===== config.mk =====
export PLATFORM = sky130hd
export DESIGN_NAME = seg_counter_display
export DESIGN_NICKNAME = d
export VERILOG_FILES = /design/src/rtl/seg_pkg.sv /design/src/rtl/bin2bcd_seq.sv /design/src/rtl/seg_counter_display.sv
export SDC_FILE = /design/constraint.sdc
export NUM_CORES = 1
export LEC_CHECK = 0
export ABC_AREA = 1
export ABC_CLOCK_PERIOD_IN_PS = 2300
export BUFFER_PORTS_ARGS = -buffer_cell sky130_fd_sc_hd__buf_2
export CAP_MARGIN = 20
export CORE_ASPECT_RATIO = 2
export CORE_MARGIN = 4
export CORE_UTILIZATION = 60
export CTS_BUF_LIST = sky130_fd_sc_hd__clkbuf_16
export DETAILED_ROUTE_END_ITERATION = 8
export PLACE_DENSITY = 0.82
export SYNTH_ARGS = -nofsm -noshare
export SYNTH_HDL_FRONTEND = slang
export SYNTH_SLANG_ARGS = --single-unit

===== constraint.sdc =====
create_clock -name clk -period 2.3 [get_ports clk]
set_input_delay 0.23 -clock clk [delete_from_list [all_inputs] [get_ports clk]]
set_output_delay 0.23 -clock clk [all_outputs]
set_load 0.01 [all_outputs]

===== src/rtl/seg_pkg.sv =====
// Shared types and seven-segment helpers for the counter display slice.
// Segment patterns are active-low, bit 6 = g ... bit 0 = a.
package seg_pkg;

  typedef enum logic [1:0] {
    IDLE,
    SHIFT,
    DONE
  } conv_state_t;

  localparam logic [6:0] SEG_0     = 7'b1000000;
  localparam logic [6:0] SEG_1     = 7'b1111001;
  localparam logic [6:0] SEG_2     = 7'b0100100;
  localparam logic [6:0] SEG_3     = 7'b0110000;
  localparam logic [6:0] SEG_4     = 7'b0011001;
  localparam logic [6:0] SEG_5     = 7'b0010010;
  localparam logic [6:0] SEG_6     = 7'b0000010;
  localparam logic [6:0] SEG_7     = 7'b1111000;
  localparam logic [6:0] SEG_8     = 7'b0000000;
  localparam logic [6:0] SEG_9     = 7'b0010000;
  localparam logic [6:0] SEG_BLANK = 7'b1111111;

  function automatic logic [6:0] seg_decode(input logic [3:0] nib);
    logic [6:0] s;
    case (nib)
      4'd0:    s = SEG_0;
      4'd1:    s = SEG_1;
      4'd2:    s = SEG_2;
      4'd3:    s = SEG_3;
      4'd4:    s = SEG_4;
      4'd5:    s = SEG_5;
      4'd6:    s = SEG_6;
      4'd7:    s = SEG_7;
      4'd8:    s = SEG_8;
      4'd9:    s = SEG_9;
      default: s = SEG_BLANK;
    endcase
    return s;
  endfunction

endpackage


===== src/rtl/bin2bcd_seq.sv =====
// Sequential shift-add-3 binary to BCD converter.
// Snapshots bin whenever it differs from the last converted value.
module bin2bcd_seq
  import seg_pkg::*;
#(
  parameter int unsigned WIDTH  = 6,
  parameter int unsigned DIGITS = 2
) (
  input  logic                  clk,
  input  logic                  rst,
  input  logic                  start,
  input  logic [WIDTH-1:0]      bin,
  output logic                  busy,
  output logic                  done,
  output logic [4*DIGITS-1:0]   bcd
);

  localparam int unsigned CNT_W = $clog2(WIDTH + 1);

  conv_state_t         state, state_nxt;
  logic [WIDTH-1:0]    snap;
  logic [WIDTH-1:0]    bin_sr;
  logic [4*DIGITS-1:0] bcd_sr;
  logic [4*DIGITS-1:0] bcd_adj;
  logic [CNT_W-1:0]    bit_cnt;
  logic                last_bit;

  always_comb begin
    bcd_adj = bcd_sr;
    for (int unsigned i = 0; i < DIGITS; i++) begin
      if (bcd_sr[4*i +: 4] >= 4'd5)
        bcd_adj[4*i +: 4] = bcd_sr[4*i +: 4] + 4'd3;
    end
  end

  assign last_bit = (bit_cnt == CNT_W'(WIDTH - 1));

  always_comb begin
    state_nxt = state;
    case (state)
      IDLE:    if (start && (bin != snap)) state_nxt = SHIFT;
      SHIFT:   if (last_bit) state_nxt = DONE;
      DONE:    state_nxt = IDLE;
      default: state_nxt = IDLE;
    endcase
  end

  always_ff @(posedge clk or posedge rst) begin
    if (rst) begin
      state   <= IDLE;
      snap    <= '0;
      bin_sr  <= '0;
      bcd_sr  <= '0;
      bit_cnt <= '0;
    end else begin
      state <= state_nxt;
      case (state)
        IDLE: begin
          if (state_nxt == SHIFT) begin
            snap    <= bin;
            bin_sr  <= bin;
            bcd_sr  <= '0;
            bit_cnt <= '0;
          end
        end
        SHIFT: begin
          bcd_sr  <= {bcd_adj[4*DIGITS-2:0], bin_sr[WIDTH-1]};
          bin_sr  <= bin_sr << 1;
          bit_cnt <= bit_cnt + CNT_W'(1);
        end
        default: ;
      endcase
    end
  end

  // Busy also covers the idle cycle where bin has moved but is not yet captured.
  assign busy = (state != IDLE) || (bin != snap);
  assign done = (state == DONE);
  assign bcd  = bcd_sr;

endmodule


===== src/rtl/seg_counter_display.sv =====
// Up/down counter with parallel load, driven to multiplexed active-low
// seven-segment digits through a sequential BCD converter.
module seg_counter_display
  import seg_pkg::*;
#(
  parameter int unsigned WIDTH    = 6,
  parameter int unsigned DIGITS   = 2,
  parameter int unsigned SCAN_DIV = 1000,
  parameter int unsigned BLANK_LZ = 0
) (
  input  logic                clk,
  input  logic                rst,
  input  logic                tick,
  input  logic                up,
  input  logic                load,
  input  logic [WIDTH-1:0]    load_val,
  output logic [WIDTH-1:0]    count,
  output logic [4*DIGITS-1:0] bcd,
  output logic                bcd_valid,
  output logic [6:0]          seg,
  output logic [DIGITS-1:0]   dig_sel
);

  localparam int unsigned IDX_W = (DIGITS > 1) ? $clog2(DIGITS) : 1;
  localparam int unsigned DIV_W = (SCAN_DIV > 1) ? $clog2(SCAN_DIV) : 1;

  logic                conv_busy;
  logic                conv_done;
  logic [4*DIGITS-1:0] conv_bcd;
  logic [DIV_W-1:0]    div_cnt;
  logic [IDX_W-1:0]    dig_idx;
  logic [DIGITS-1:0]   sel_onehot;
  logic [DIGITS-1:0]   zero_above;
  logic [DIGITS-1:0]   blank_mask;
  logic                run_zero;
  logic [3:0]          cur_nib;
  logic                cur_blank;

  always_ff @(posedge clk or posedge rst) begin
    if (rst)
      count <= '0;
    else if (load)
      count <= load_val;
    else if (tick)
      count <= up ? count + WIDTH'(1) : count - WIDTH'(1);
  end

  // The converter compares against its own snapshot, so it is always enabled.
  bin2bcd_seq #(
    .WIDTH  (WIDTH),
    .DIGITS (DIGITS)
  ) u_conv (
    .clk   (clk),
    .rst   (rst),
    .start (1'b1),
    .bin   (count),
    .busy  (conv_busy),
    .done  (conv_done),
    .bcd   (conv_bcd)
  );

  always_ff @(posedge clk or posedge rst) begin
    if (rst)
      bcd <= '0;
    else if (conv_done)
      bcd <= conv_bcd;
  end

  assign bcd_valid = ~conv_busy;

  always_comb begin
    zero_above = '0;
    run_zero   = 1'b1;
    for (int unsigned j = 0; j < DIGITS; j++) begin
      run_zero                  = run_zero && (bcd[4*(DIGITS-1-j) +: 4] == 4'd0);
      zero_above[DIGITS-1-j]    = run_zero;
    end
    blank_mask = (BLANK_LZ != 0) ? (zero_above & ~DIGITS'(1)) : '0;
  end

  assign sel_onehot = DIGITS'(1) << dig_idx;

  always_comb begin
    cur_nib = '0;
    for (int unsigned i = 0; i < DIGITS; i++) begin
      if (32'(dig_idx) == i)
        cur_nib = bcd[4*i +: 4];
    end
    cur_blank = |(blank_mask & sel_onehot);
  end

  always_ff @(posedge clk or posedge rst) begin
    if (rst) begin
      div_cnt <= '0;
      dig_idx <= '0;
    end else if (div_cnt == DIV_W'(SCAN_DIV - 1)) begin
      div_cnt <= '0;
      dig_idx <= (dig_idx == IDX_W'(DIGITS - 1)) ? '0 : dig_idx + IDX_W'(1);
    end else begin
      div_cnt <= div_cnt + DIV_W'(1);
    end
  end

  always_ff @(posedge clk or posedge rst) begin
    if (rst) begin
      seg     <= SEG_0;
      dig_sel <= ~DIGITS'(1);
    end else begin
      seg     <= cur_blank ? SEG_BLANK : seg_decode(cur_nib);
      dig_sel <= ~sel_onehot;
    end
  end

endmodule


# Word level (Yosys, flattened, before mapping)
# Memory sizes are Yosys's and may differ from the RTL's. A register that Yosys moved wholly into a read port is not among the register bits.
# Cells that the tools add are included.
classes:
  order_cmp: 2
  n_reduce_logical: 7
  shifts: 1
  n_eq_ne: 7
  bitwise_logic: 2
  add_sub_neg: 7
  mux: 17
op_table:
  columns: ["op", "count"]
  rows:
  - ["$mux 6", 4]
  - ["$pmux 8 s2", 1]
  - ["$pmux 6 s2", 1]
  - ["$add 10x1->10 const B", 1]
  - ["$eq 10x10->1 const B", 1]
  - ["$mux 10", 1]
  - ["$ge 4x3->1 const B", 2]
  - ["$mux 4", 2]
  - ["$mux 8", 1]
  - ["$add 6x1->6 const B", 1]
  - ["$mux 3", 2]
  - ["$ne 6x6->1", 1]
  - ["$pmux 3 s2", 1]
  - ["$reduce_bool 2->1", 3]
  - ["$sub 6x1->6 const B", 1]
  - ["$add 4x2->4 const B", 1]
  - ["$eq 2x1->1 const B", 2]
  - ["$mux 2", 2]
  - ["$pmux 2 s2", 1]
  - ["$reduce_and 2->1", 2]
  - ["$add 3x1->3 const B", 1]
  - ["$add 3x2->3 const B", 1]
  - ["$eq 3x3->1 const B", 1]
  - ["$eq 2x2->1 const B", 1]
  - ["8 further kinds", 8]
word_totals:
  romBits: 112
  register_bits: 52
  input_bits: 11
  output_inout_bits: 24
  mem_count: 1
  word_cells: 54
memory_table:
  columns: ["memory", "depth", "word_bits", "rd", "rd_ports_with_merged_regs", "wr", "line", "text"]
  rows:
  - ["(name not given)", 16, 7, 1, 1, 0, "seg_pkg.sv:25", "case (nib)"]

# Depth between registers and ports, before layout
# Gate-level depths: netlist (run 1).
logic_depth:
  depth_word: 6
  depth_mapped: 10
  depth_no_buf: 9

# Cells and area by module
# From an unflattened synthesis (run 1), not the netlist that was laid out.
unflattened:
  hier_cells: 391
  hier_area_um2: 3183.1
by_module_without_submodules:
  columns: ["mod", "n_inst", "cells_each", "seq_area_each_um2", "area_per_inst_um2"]
  rows:
  - ["seg_counter_display", 1, 203, 853.3, 1785.5]
  - ["bin2bcd_seq", 1, 188, 625.6, 1397.6]

# Worst setup path after synthesis (run 1)
# OpenSTA, ideal clock, no wires.
synth_timing:
  path_type: "register to register"
  from: "register dig_idx"
  to: "register seg[0]"
  required_time_ns: 2.172
  synth_period_minus_slack_ns: 1.560
  path_slack_ns: 0.740
  path_stages_with_launch: 8
  arrival_ns: 1.432
  setup_time_ns: 0.128
  path_buffers: 0
  cell_sequence: "dfrtp_1 > inv_2 > or2_0 > o21ai_0 > inv_1 > ha_1 > o21ai_0 > o21ai_1"
synth_between:
  elab_chain_len: 1
synth_lines:
  columns: ["item", "line", "text"]
  rows:
  - ["start, declared", "seg_counter_display.sv:31", "logic [IDX_W-1:0] dig_idx;"]
  - ["start signal, assigned", "seg_counter_display.sv:98", "dig_idx <= (dig_idx == IDX_W'(DIGITS - 1)) ? '0 : dig_idx + IDX_W'(1);"]
  - ["$mux 4", "seg_counter_display.sv:86", "if (32'(dig_idx) == i)"]
  - ["end, declared", "seg_counter_display.sv:20", "output logic [6:0] seg,"]
# No other way between the ends.
# A chain may end at the register's enable or synchronous reset.

# Worst setup path after layout (run 1)
# Same ends and word-level chain as after synthesis.

==> results of run 1 <==
-- cell type report --
class / instances / area share [%]
clock buffer: 9 / 6.35
timing repair buffer: 39 / 6.28
sequential: 59 / 41.7
tap: 57 / 2.01
multi-input combinational: 257 / 37.5
clock inverter: 7 / 0.846
inverter: 50 / 5.36
-- stage by stage --
| step | std cells | hold slack [ps] | power (mW) | util [%] | cell area, sq um |
|---|---|---|---|---|---|
| final | 478 | 133 | 4.33 | 72.3 | 3550 |
| after global routing | 478 | 142 | 4.69 | 72.3 | 3550 |
| after CTS | 478 | 124 | 4.37 | 72.3 | 3550 |
| after detailed placement | 461 | 139 | 3.20 | 66.9 | 3280 |
| after global placement | 461 | 136 | 3.11 | 66.9 | 3280 |
| after floorplan | 374 | 357 | 2.76 | - | 3050 |
-- power by group through the flow --
| stage | clock, mW | sequential [mW] | combinational (mW) |
|---|---|---|---|
| after global routing | 1.20 | 1.65 | 1.85 |
| after detailed placement | 0 | 1.62 | 1.58 |
| after global placement | 0 | 1.60 | 1.50 |
| final | 1.14 | 1.60 | 1.58 |
| after CTS | 1.15 | 1.61 | 1.61 |
| after floorplan | 0 | 1.62 | 1.14 |
-- worst max-delay path, delay by kind of cell (launching register included) --
kind | cells | cell delay, ps
AOI/OAI and AO/OA | 3 | 600
DFF | 1 | 440
buffers and inverters | 2 | 250
adders and majority gates | 1 | 220
and+or+nand+nor | 1 | 200
-- cell usage in the layout (no fill, tap or decap) --
cell type      count
inv_1             46
xor2_1             5
nand2b_1           1
or2_1              2
or2_2              3
nand3_1           25
ha_1              16
inv_4              1
nor2_1            28
nand4_1            2
o31ai_1            1
o211ai_1           3
a21oi_1           12
inv_2              6
dfrtp_1           57
buf_2             34
fa_1               1
a22oi_1            3
o21ai_0           33
o221ai_1           1
nor2_2             1
clkinv_1           1
o21ai_4            1
nor3_1             6
nand2_1          104
clkbuf_16          9
clkinv_2           3
o21ai_2            2
dfstp_2            2
buf_12             1
nor4_1             1
or2_0              1
buf_4              3
o21ai_1            4
nand2_2            1
dlygate4sd3_1      1
-- worst paths after layout --
kind,startpoint,to,slack (ps),cells after the start
max,dig_idx$_DFFE_PP0N_,seg[0]$_DFF_PP0_,460,7
min,load_val[2],count[2]$_DFFE_PP0P_,130,3
max reg2reg,dig_idx$_DFFE_PP0N_,seg[0]$_DFF_PP0_,460,7
min reg2reg,div_cnt[0]$_DFF_PP0_,div_cnt[0]$_DFF_PP0_,480,1
max in group asynchronous,rst,seg[6]$_DFF_PP1_,1380,4
min in group asynchronous,rst,u_conv.bit_cnt[0]$_DFFE_PP0P_,350,3
-- logic make-up (layout without fill, tap and decap cells) --
| kind of cell | count (synthesis) | in the layout |
|---|---|---|
| xor gates and xnor gates | 5 | 5 |
| and+or+nand+nor | 175 | 175 |
| AOI/OAI and AO/OA | 60 | 60 |
| DFF | 59 | 59 |
| adders and majority gates | 17 | 17 |
| buffers and inverters | 58 | 105 |
-- per-layer routing --
layer	GRT usage, %	vias up
met2	44.2	62
met3	4.74	17
met1	22.7	1199
li1	-	1280
met5	0	-
met4	11.1	0
-- flip-flops by register name, summed over array words and instances, names as in the netlist --
name	count
div_cnt	10
bcd	8
u_conv.bcd	8
seg	7
count	6
u_conv.bin_sr	6
u_conv.snap	6
u_conv.bit_cnt	3
dig_sel	2
u_conv.state	2
dig_idx	1
==> results.cfg, run 1 <==
[status]
status = complete, no violations

[worst_setup_path]
critPathMaxFanout = 6
critical_path_required_ps = 2500
slowest_stage = dfrtp_1
crit_path_end_kind = flop
critPathLaunchType = flop
path_cells = inv_2 -> or2_0 -> o21ai_0 -> inv_1 -> ha_1 -> o21ai_0 -> o21ai_1
arrival_ps = 2040
crit_top_cell = o21ai_0
crit_type = reg2reg
cp_slowest_stage_delay_ps = 440

[routing]
dr_wl_met3_um = 251
num_vias = 2558
wl_met2_um = 3620
first_iter_violations = 83
drc_errors = 0
routedWlPerCell_um = 13.3
highest_layer = met4
drt_wl_total_um = 6360
wl_met1_um = 2310
dr.pass1.iters = 4
drtAntennaViolNets = 0
viasPerCell = 5.35

[clock_tree]
clockBufferDepth = 2
cts_tree = done
cts_root_buf = clkbuf_16
clk_pin_slew_ps = 50
htreeDepth = 3
cts_setup_buffers = 0
worstSkewPairLatency_ps = 320
cts_buffers = 9
cts_sinks = 59
cts_resized = 0
cts_hold_buf = 1

[die]
pin_count = 35
core-area_sq_um = 4910
start_util_pct = 62.1
die_area_sq_um = 6350
fp.dieW_um = 58.4
dieHeight_um = 109
row_count = 36

[finish]
drive_above_1_share_pct = 15.9
nFillCells = 388
area.growth.synth_to_final_pct = 16.5
multi_input_area_sq_um = 1330
final-seq-area_sq_um = 1480
diodes = 0
nNetsFinal = 444

[sta]
finalHoldViolCount = 0
rsz0062_at_grt = no
worst_pin_slew_ps = 572
slew_headroom_pct = 61.5
fin_ws_ps = 463
fmaxAchievable_mhz = 544
fin_crit_ps = 1840
drv_slew = 0
final-setup-viol-count = 0
final.period_utilization_pct = 79.9
setup-tns-final_ps = 0
skew_ps = 6.61

[power_and_ir_drop]
vdd_ir_drop_max_mv = 0.861
pwr-share-clk_pct = 26.3
internal_power_mw = 2.67
share_seq_of_total_power_pct = 37.1
switchingPower_mw = 1.66
netSwitchingFraction_pct = 38.3
powerDensity_nw_per_um2 = 1220
pwr-share-comb_pct = 36.6
power.leakage_nw = 1.95

[logic_synthesis]
synth_fp_nets = 402
synthAdderAreaFrac_pct = 7.23
ys_seq_area_share_pct = 48.5
synth_seq_cells = 59
syn_inst = 374
synth_compound_area_share_pct = 11.2
synthTopCellsByCount = 104 x nand2_1, 57 x dfrtp_1, 44 x inv_1, 33 x o21ai_0, 28 x nor2_1
synth.area.mux_share_pct = 0
avgSynthCellArea_sq_um = 8.15
yosysTopAreaCell = dfrtp_1
synth.most_common_cell = nand2_1
ys_types = 33
yosys_warnings = 0
synth_area_sq_um = 3050
synth_xor_area_share_pct = 1.44
synth_top_family_by_area = simple AND/OR/NAND/NOR gates
async_flop_share_pct = 100
synth-simple-area-share_pct = 23.8
synthFlopType = dfrtp_1
synth_top_area_share_pct = 46.8
synth_area_leaders = dfrtp_1 47%, nand2_1 13%, ha_1 6.6%, inv_1 5.4%, o21ai_0 5.4%
synth_edf_count = 0

[placement]
dp_hpwl_um = 4640
io_buffers = 34
gp_congestion = 0.811
post-place-ws_ps = 454

[hold_path]
hold_path_class = in2reg

[job]
cap_viol_max_count = 0

[global_routing]
gr-total-overflow = 0
grt_max_degree = 54
grt_pass1_vias = 2688
grt_antenna_before_repair = 0
gr-usage-all-layers_pct = 23.2
grt_pass1_wl_um = 11300
Power figures use the tool's default switching activity.
==> run 2: changes to the inputs <==
--- a/config.mk
+++ b/config.mk
@@ -6,15 +6,15 @@
 export NUM_CORES = 1
 export LEC_CHECK = 0
 export ABC_AREA = 1
-export ABC_CLOCK_PERIOD_IN_PS = 2300
+export ABC_CLOCK_PERIOD_IN_PS = 1900
 export BUFFER_PORTS_ARGS = -buffer_cell sky130_fd_sc_hd__buf_2
 export CAP_MARGIN = 20
 export CORE_ASPECT_RATIO = 2
 export CORE_MARGIN = 4
-export CORE_UTILIZATION = 60
+export CORE_UTILIZATION = 58
 export CTS_BUF_LIST = sky130_fd_sc_hd__clkbuf_16
 export DETAILED_ROUTE_END_ITERATION = 8
-export PLACE_DENSITY = 0.82
+export PLACE_DENSITY = 0.79
 export SYNTH_ARGS = -nofsm -noshare
 export SYNTH_HDL_FRONTEND = slang
 export SYNTH_SLANG_ARGS = --single-unit
==> constraint.sdc (replaced) <==
create_clock -name clk -period 1.9 [get_ports clk]
set_input_delay 0.19 -clock clk [delete_from_list [all_inputs] [get_ports clk]]
set_output_delay 0.19 -clock clk [all_outputs]
set_load 0.01 [all_outputs]
==> results.cfg, run 2 (synthesized netlist as in run 1, its figures left out) <==
[hold_path]
hold_path_class = in2reg

[global_routing]
grt_max_degree = 27
grt_pass1_vias = 2684
grt_pass1_wl_um = 11400
gr-usage-all-layers_pct = 22.4
gr-total-overflow = 0
grt_antenna_before_repair = 0

[worst_setup_path]
crit_path_end_kind = primary output
r2r_end = seg[5]$_DFF_PP0_
r2r_slack_ps = 220
crit_type = reg2out
worstReg2RegStart = dig_idx$_DFFE_PP0N_
rr_worst_depth = 7
cp-startpoint = count[5]$_DFFE_PP0P_
critPathLaunchType = flop
critPathMaxFanout = 5
cp-endpoint = bcd_valid
arrival_ps = 1560
critical_path_required_ps = 1710

[clock_tree]
htreeDepth = 3
cts_root_buf = clkbuf_16
worstSkewPairLatency_ps = 330
clockBufferDepth = 2
cts_sinks = 59
cts_setup_buffers = 0
cts_tree = done
clk_pin_slew_ps = 50
cts_buffers = 9

[finish]
diodes = 0
final_core_util_pct = 71.1
multi_input_area_sq_um = 1340
largest_reg_flops = 10
nFillCells = 400
regMostFlops = div_cnt
layout_commonest_cell = nand2_1
nNetsFinal = 446
drive_above_1_share_pct = 17.5
reg_top3 = div_cnt: 10 flops, bcd: 8 flops, u_conv.bcd: 8 flops
area.growth.synth_to_final_pct = 19.9
layout.cells.non_filler = 481
final_cell_mix = 104 x nand2_1, 56 x dfrtp_1, 44 x inv_1
final-seq-area_sq_um = 1480

[die]
die_area_sq_um = 6550
dieHeight_um = 110
fp.dieW_um = 59.3
core-area_sq_um = 5140
start_util_pct = 59.3
row_count = 37
pin_count = 35

[sta]
slew_headroom_pct = 69.9
skew_ps = 7.77
fin_crit_ps = 1750
worst_pin_slew_ps = 450
finalHoldViolCount = 0
drv_slew = 0
rsz0062_at_grt = no
final-setup-viol-count = 0
final.period_utilization_pct = 92.2
setup-tns-final_ps = 0
fmaxAchievable_mhz = 571

[placement]
dp_hpwl_um = 4610
placed_cells = 464
gp_congestion = 0.858
io_buffers = 34

[power_and_ir_drop]
switchingPower_mw = 2.04
powerDensity_nw_per_um2 = 1560
internal_power_mw = 3.65
power.leakage_nw = 1.99
vdd_ir_drop_max_mv = 1.14
pwr-share-clk_pct = 31.9
pwr-share-comb_pct = 33.7
netSwitchingFraction_pct = 35.8
share_seq_of_total_power_pct = 34.5

[status]
status = complete, no violations

[routing]
dr.pass1.iters = 4
drc_errors = 0
drtAntennaViolNets = 0
num_vias = 2573
first_iter_violations = 94
drt_wl_total_um = 6440
routedWlPerCell_um = 13.4
viasPerCell = 5.35

[job]
cap_viol_max_count = 0
[run 2: how the worst min path moves through the flow]
stage | startpoint | endpoint | slack (ps) | depth (start not counted)
4_1_cts | load_val[2] | count[2]$_DFFE_PP0P_ | 70 | 3
6_report | load_val[2] | count[2]$_DFFE_PP0P_ | 80 | 3
5_1_grt | load_val[4] | count[4]$_DFFE_PP0P_ | 120 | 3
3_3_place_gp | rst | u_conv.bcd[6]$_DFFE_PP0P_ | 180 | 2
2_1_floorplan | load_val[2] | count[2]$_DFFE_PP0P_ | 320 | 2
3_5_place_dp | rst | u_conv.bcd[6]$_DFFE_PP0P_ | 190 | 2
[run 2: what timing repair did]
item | 4_1_cts | 5_1_grt
hold buffers | 1 | 0
gates resized for setup | 0 | 4
setup endpoints to repair | 0 | 5
hold endpoints to repair | 13 | 0
[run 2: critical path, cell delays in order, from the launching register on]
cell and delay [ps]:
dfrtp_1 420, inv_1 100, nand2_1 70, nand2_1 40
nor2_1 140, nand3_1 120, nor3_2 170, buf_2 170
[run 2: final cells by class]
| cell class | count | area share, % |
|---|---|---|
| clock buffer | 9 | 6.17 |
| clock inverter | 7 | 2.95 |
| inverter | 50 | 5.21 |
| multi-input combinational | 257 | 36.7 |
| sequential | 59 | 40.5 |
| tap | 58 | 1.99 |
| timing repair buffer | 41 | 6.51 |
[run 2: power by group through the flow]
stage | logic (mW) | clock network (mW) | registers [mW]
finish | 1.91 | 1.81 | 1.96
global route | 2.22 | 1.89 | 2.01
CTS | 1.93 | 1.84 | 1.96
detailed placement | 1.89 | 0 | 1.97
global placement | 1.81 | 0 | 1.95
floorplan | 1.38 | 0 | 1.96
[run 2: per-stage QoR]
step / hold slack [ps] / total power [mW] / worst slack (ps) / area [sq um]
finish: 80.6 / 5.69 / 149 / 3650
global route: 120 / 6.12 / 7.08 / 3650
CTS: 70.1 / 5.73 / 73.8 / 3640
detailed placement: 189 / 3.85 / 157 / 3300
global placement: 179 / 3.76 / 224 / 3300
floorplan: 317 / 3.34 / 257 / 3050
[run 2: per-layer routing]
layer | vias to the layer above | track usage (%) | routed length, um
li1 | 1286 | - | -
met1 | 1209 | 23.2 | 2350
met2 | 64 | 39.4 | 3640
met3 | 14 | 5.50 | 303
met4 | 0 | 11.3 | 137
met5 | - | 0 | 0
